--- config.mk ---
export PLATFORM = sky130hd
export DESIGN_NAME = game_flow_ctrl
export DESIGN_NICKNAME = d
export VERILOG_FILES = /design/src/rtl/game_flow_ctrl.sv
export SDC_FILE = /design/constraint.sdc
export NUM_CORES = 1
export LEC_CHECK = 0
export BUFFER_PORTS_ARGS = -buffer_cell sky130_fd_sc_hd__buf_4
export CORE_ASPECT_RATIO = 1.25
export CORE_MARGIN = 2
export CORE_UTILIZATION = 55
export CTS_BUF_LIST = sky130_fd_sc_hd__clkbuf_8 sky130_fd_sc_hd__clkbuf_16
export CTS_CLUSTER_SIZE = 16
export DETAILED_ROUTE_END_ITERATION = 7
export GPL_TIMING_DRIVEN = 1
export PLACE_DENSITY_LB_ADDON = 0.2
export SKIP_CTS_REPAIR_TIMING = 1
export SLEW_MARGIN = 5
export SYNTH_ARGS = -nofsm -noshare
export SYNTH_HDL_FRONTEND = slang
export SYNTH_SLANG_ARGS = --single-unit
--- constraint.sdc ---
create_clock -name clk -period 3.35 [get_ports clk]
set_clock_uncertainty 0.15 [all_clocks]
set_input_delay 0.335 -clock clk [delete_from_list [all_inputs] [get_ports clk]]
set_output_delay 0.335 -clock clk [all_outputs]
set_load 0.02 [all_outputs]
--- src/rtl/game_flow_ctrl.sv ---
// Top-level game sequencer: layered frame draw, note animation, lives/level tracking, end screens.
// Optional stall watchdog on DRAW/CLEAR is built when GAME_FLOW_WATCHDOG_EN is defined.
module game_flow_ctrl #(
    parameter int NUM_LAYERS      = 3,
    parameter int LIVES           = 3,
    parameter int LEVELS          = 4,
    parameter int NOTES_PER_LEVEL = 8,
    parameter int TIMEOUT_W       = 20
) (
    input  logic                  clk,
    input  logic                  reset,
    input  logic                  go,
    input  logic                  pause,
    input  logic [NUM_LAYERS-1:0] layer_done,
    input  logic                  hit_done,
    input  logic                  miss,
    input  logic                  cleared,
    output logic [NUM_LAYERS-1:0] ld_layer,
    output logic                  ld_line,
    output logic                  ld_coord,
    output logic                  ld_plot,
    output logic                  ld_black,
    output logic                  ld_gameover,
    output logic                  ld_win,
    output logic [2:0]            lives,
    output logic [3:0]            level,
    output logic                  timeout_err,
    output logic [9:0]            LED
);

    localparam int                LIDX_W     = (NUM_LAYERS > 1) ? $clog2(NUM_LAYERS) : 1;
    localparam logic [LIDX_W-1:0] LAYER_LAST = LIDX_W'(NUM_LAYERS - 1);
    localparam logic [7:0]        NOTE_LAST  = 8'(NOTES_PER_LEVEL - 1);
    localparam logic [2:0]        LIVES_INIT = 3'(LIVES);
    localparam logic [3:0]        LEVEL_LAST = 4'(LEVELS - 1);

    typedef enum logic [3:0] {
        IDLE   = 4'd0,
        DRAW   = 4'd1,
        LINE   = 4'd2,
        GEN    = 4'd3,
        ANIM   = 4'd4,
        PAUSED = 4'd5,
        CLEAR  = 4'd6,
        OVER   = 4'd7,
        WIN    = 4'd8
    } state_t;

    state_t            state, state_nx;
    logic [LIDX_W-1:0] layer_idx, layer_nx;
    logic [7:0]        note_cnt, note_nx;
    logic [2:0]        lives_nx;
    logic [3:0]        level_nx;
    logic              win_flag, win_nx;
    logic              wd_fire;

    always_ff @(posedge clk) begin
        if (reset) begin
            state     <= IDLE;
            layer_idx <= '0;
            note_cnt  <= '0;
            lives     <= LIVES_INIT;
            level     <= '0;
            win_flag  <= 1'b0;
        end else begin
            state     <= state_nx;
            layer_idx <= layer_nx;
            note_cnt  <= note_nx;
            lives     <= lives_nx;
            level     <= level_nx;
            win_flag  <= win_nx;
        end
    end

    always_comb begin
        state_nx = state;
        layer_nx = layer_idx;
        note_nx  = note_cnt;
        lives_nx = lives;
        level_nx = level;
        win_nx   = win_flag;
        case (state)
            IDLE: begin
                if (go) begin
                    state_nx = DRAW;
                    layer_nx = '0;
                    note_nx  = '0;
                end
            end
            DRAW: begin
                // Only the active layer's done counts; other engines' flags are ignored.
                if (layer_done[layer_idx] || wd_fire) begin
                    if (layer_idx == LAYER_LAST) begin
                        state_nx = LINE;
                        layer_nx = '0;
                    end else begin
                        layer_nx = layer_idx + 1'b1;
                    end
                end
            end
            LINE: state_nx = GEN;
            GEN:  state_nx = ANIM;
            ANIM: begin
                if (hit_done) begin
                    if (note_cnt != NOTE_LAST) begin
                        note_nx  = note_cnt + 1'b1;
                        state_nx = DRAW;
                    end else begin
                        note_nx = '0;
                        if (level != LEVEL_LAST) begin
                            level_nx = level + 1'b1;
                            state_nx = DRAW;
                        end else begin
                            win_nx   = 1'b1;
                            state_nx = CLEAR;
                        end
                    end
                end else if (miss) begin
                    if (lives > 3'd1) begin
                        lives_nx = lives - 1'b1;
                        state_nx = DRAW;
                    end else begin
                        lives_nx = '0;
                        win_nx   = 1'b0;
                        state_nx = CLEAR;
                    end
                end else if (pause) begin
                    state_nx = PAUSED;
                end
            end
            PAUSED: begin
                if (!pause) state_nx = ANIM;
            end
            CLEAR: begin
                if (cleared || wd_fire) state_nx = win_flag ? WIN : OVER;
            end
            OVER, WIN: begin
                if (go) begin
                    state_nx = IDLE;
                    lives_nx = LIVES_INIT;
                    level_nx = '0;
                    note_nx  = '0;
                    win_nx   = 1'b0;
                end
            end
            default: state_nx = IDLE;
        endcase
    end

    always_comb begin
        ld_layer    = '0;
        ld_line     = 1'b0;
        ld_coord    = 1'b0;
        ld_plot     = 1'b0;
        ld_black    = 1'b0;
        ld_gameover = 1'b0;
        ld_win      = 1'b0;
        case (state)
            DRAW:    ld_layer    = NUM_LAYERS'(1) << layer_idx;
            LINE:    ld_line     = 1'b1;
            GEN:     ld_coord    = 1'b1;
            ANIM:    ld_plot     = 1'b1;
            CLEAR:   ld_black    = 1'b1;
            OVER:    ld_gameover = 1'b1;
            WIN:     ld_win      = 1'b1;
            default: ;
        endcase
    end

    assign LED = {1'b1, level[1:0], lives, 4'(state)};

`ifdef GAME_FLOW_WATCHDOG_EN
    localparam logic [TIMEOUT_W-1:0] WD_ONES = '1;
    localparam logic [TIMEOUT_W-1:0] WD_LAST = WD_ONES - TIMEOUT_W'(1);

    logic [TIMEOUT_W-1:0] wd_cnt;

    // Fires on the edge where the count reaches all-ones; the counter restarts so a
    // following stalled layer gets its own full window.
    assign wd_fire = ((state == DRAW) || (state == CLEAR)) && (wd_cnt == WD_LAST);

    always_ff @(posedge clk) begin
        if (reset) begin
            wd_cnt      <= '0;
            timeout_err <= 1'b0;
        end else begin
            if ((state_nx != state) || wd_fire)
                wd_cnt <= '0;
            else if ((state == DRAW) || (state == CLEAR))
                wd_cnt <= wd_cnt + 1'b1;
            if (wd_fire)
                timeout_err <= 1'b1;
        end
    end
`else
    assign wd_fire     = 1'b0;
    assign timeout_err = 1'b0;
`endif

endmodule

==> reports/metrics.cfg <==
[yosys]
synth_edf_count = 0
synthTopCellsByArea = dfxtp_1, a21oi_1, buf_4, and3_1, ha_1
synth-seq-cells = 22
syn_avg_cell_area_um2 = 8.25
yosysTopAreaCell = dfxtp_1
synthFlopType = dfxtp_1
synth.distinct_cells = 51
synthArstFlopShare = 0
syn_nets = 205
ys_top_cells_by_count = dfxtp_1, a21oi_1, nand2_1
synth_most_common_cell = dfxtp_1
synth_area_um2 = 1580
syn_inst = 191
yosysWarnings = 0
synth_top_area_frac = 0.279
synth-seq-area-share = 0.279

[global_route]
grt_max_degree = 18
grt_overflow = 0
antenna_found_initial = 0
grt_pass1_wl_mm = 5.91
grt_pass1_vias = 1352
grt_usage = 0.227

[layout]
fillers = 227
multi_input_area_um2 = 1000
drive_gt1_frac = 0.244
syn2layout_area_growth_pct = 17.5
seqCellArea_um2 = 440
diodes = 0
utilization = 0.684
nets = 228

[timing]
rsz0062_at_grt = no
period_needed_ns = 2.62
holdWs_ns = 0.187
setup-tns-final_ns = 0
fmax_ghz = 0.381
setup_viol = 0
drv_slew = 0
relSlewSlack = 0.650
fin_crit_sh = 0.783
tightestPinTransition_ns = 0.524
hold_violations = 0
final_critical_path_setup_slack_ns = 0.726

[floorplanning]
io_pins = 37
core_um2 = 2710
die_h_um = 63.9
placementRows = 21
die_x_um = 51.9
die_area_um2 = 3310
initial_core_util = 0.583

[power_and_ir_drop]
cellLeakagePower_nw = 0.811
power_frac_clock = 0.248
p_int_w = 0.000619
pwr-share-seq = 0.327
combPwrFrac = 0.425
power.density_nw_per_um2 = 556
ir_drop_mv = 0.430
switching_share = 0.398
p_switching_w = 0.000410

[critical_path]
start_kind = register
r2r_slack_ns = 1.12
max_stage_delay_ns = 0.71
reg2reg_to = note_cnt[5]
crit_chain = or4b_2 -> nor3_1 -> buf_4
path_max_fanout = 17
crit-reg2reg-launch = state[0]
rr_worst_depth = 4
worst_setup_path_end_kind = output port
cp_slowest_cell = or4b_2
critPathArrivalTime_ns = 2.14
critPathRequiredTime_ns = 2.86
critPathKind = reg -> out

[clocking]
clk_pin_slew_ns = 0.09
cts.sinks = 22
cts-htree-levels = 1
clk_latency_ns = 0.27
cts_tree = done
cts.path.max_buffers = 2
cts_inserted_buffers = 3
root_buffer = clkbuf_8

[hold_path]
worstHoldEndpoint = state[3]
hold_class = in -> reg
min_path_cells = 2
min_from = reset

[routing]
wl_mm = 3.63
ant_nets = 0
post_drt_wl_per_cell_um = 14.7
drc = 0
vias = 1529
vias_per_cell = 6.19
dr.pass1.iters = 4
drt_iter0_drc = 56

[placement]
gp_congestion = 0.946
numPortBuffers = 34
pre_cts_ws_ns = 1.09
dp_hpwl_mm = 2.73

[status]
status = finished, final reports clean

[job]
max_cap_viol_count = 0

state kept, by name (all words and copies together) (netlist names):
name       flops
note_cnt       8
level          4
state          4
layer_idx      2
win_flag       1
lives          3
power groups by stage:
stage / Sequential, W / Combinational (W) / Clock, W
after CTS: 0.000335 / 0.000432 / 0.000258
after global routing: 0.000345 / 0.000476 / 0.000267
after floorplan: 0.000325 / 0.000337 / 0
after global placement: 0.000336 / 0.000422 / 0
after detailed placement: 0.000341 / 0.000430 / 0
final: 0.000336 / 0.000438 / 0.000255
layout by cell type, fill, tap and decap left out, types with 6 or more instances in the layout:
| cell | instances |
|---|---|
| o211ai_1 | 6 |
| a21oi_1 | 13 |
| o21ai_0 | 7 |
| and3_1 | 8 |
| buf_4 | 34 |
| nor3_1 | 9 |
| dfxtp_1 | 22 |
| nor2_1 | 11 |
| inv_1 | 9 |
| nand2_1 | 12 |
kinds of logic after synthesis:
| family | synth area share |
|---|---|
| AOI/OAI and AO/OA | 0.260 |
| xor gates and xnor gates | 0.0222 |
| other | 0.00476 |
| adders and majority gates | 0.0317 |
| and+or+nand+nor | 0.287 |
| buffers and inverters | 0.0833 |
| muxes | 0.0317 |
| DFF | 0.279 |
through the flow:
stage | cells | instance area (um^2) | power [W]
after floorplan | 191 | 1580 | 0.000662
after global placement | 243 | 1780 | 0.000758
after detailed placement | 243 | 1780 | 0.000772
after CTS | 247 | 1850 | 0.00102
after global routing | 247 | 1850 | 0.00109
final | 247 | 1850 | 0.00103
worst max path at each step:
stage,start,endpoint,slack (ns),cells past startpoint
2_1_floorplan,state[0],ld_layer[2],1.13,2
3_3_place_gp,state[0],ld_layer[0],1.19,3
3_5_place_dp,state[0],ld_layer[0],1.09,3
4_1_cts,state[0],ld_layer[0],0.78,3
5_1_grt,state[0],ld_layer[0],0.66,3
6_report,state[0],ld_layer[0],0.73,3
critical path: cells and delay by family (launching register included):
kind / cells / cell delay, ns
buffers and inverters: 1 / 0.21
flip-flops: 1 / 0.66
AND/OR/NAND/NOR: 2 / 1.00
cell type report:
class                      count  area share
timing repair buffer          34       0.138
clock inverter                 1      0.0162
multi-input combinational    143       0.543
inverter                      10      0.0203
tap                           34      0.0230
sequential                    22       0.238
clock buffer                   3      0.0223
per-layer routing:
metal | track usage | up-vias | share of wire
li1 | - | 738 | -
met1 | 0.274 | 728 | 0.44
met2 | 0.384 | 52 | 0.49
met3 | 0.0374 | 11 | 0.051
met4 | 0.0987 | 0 | 0.025
met5 | 0 | - | 0
(Power assumes the default switching activity.)
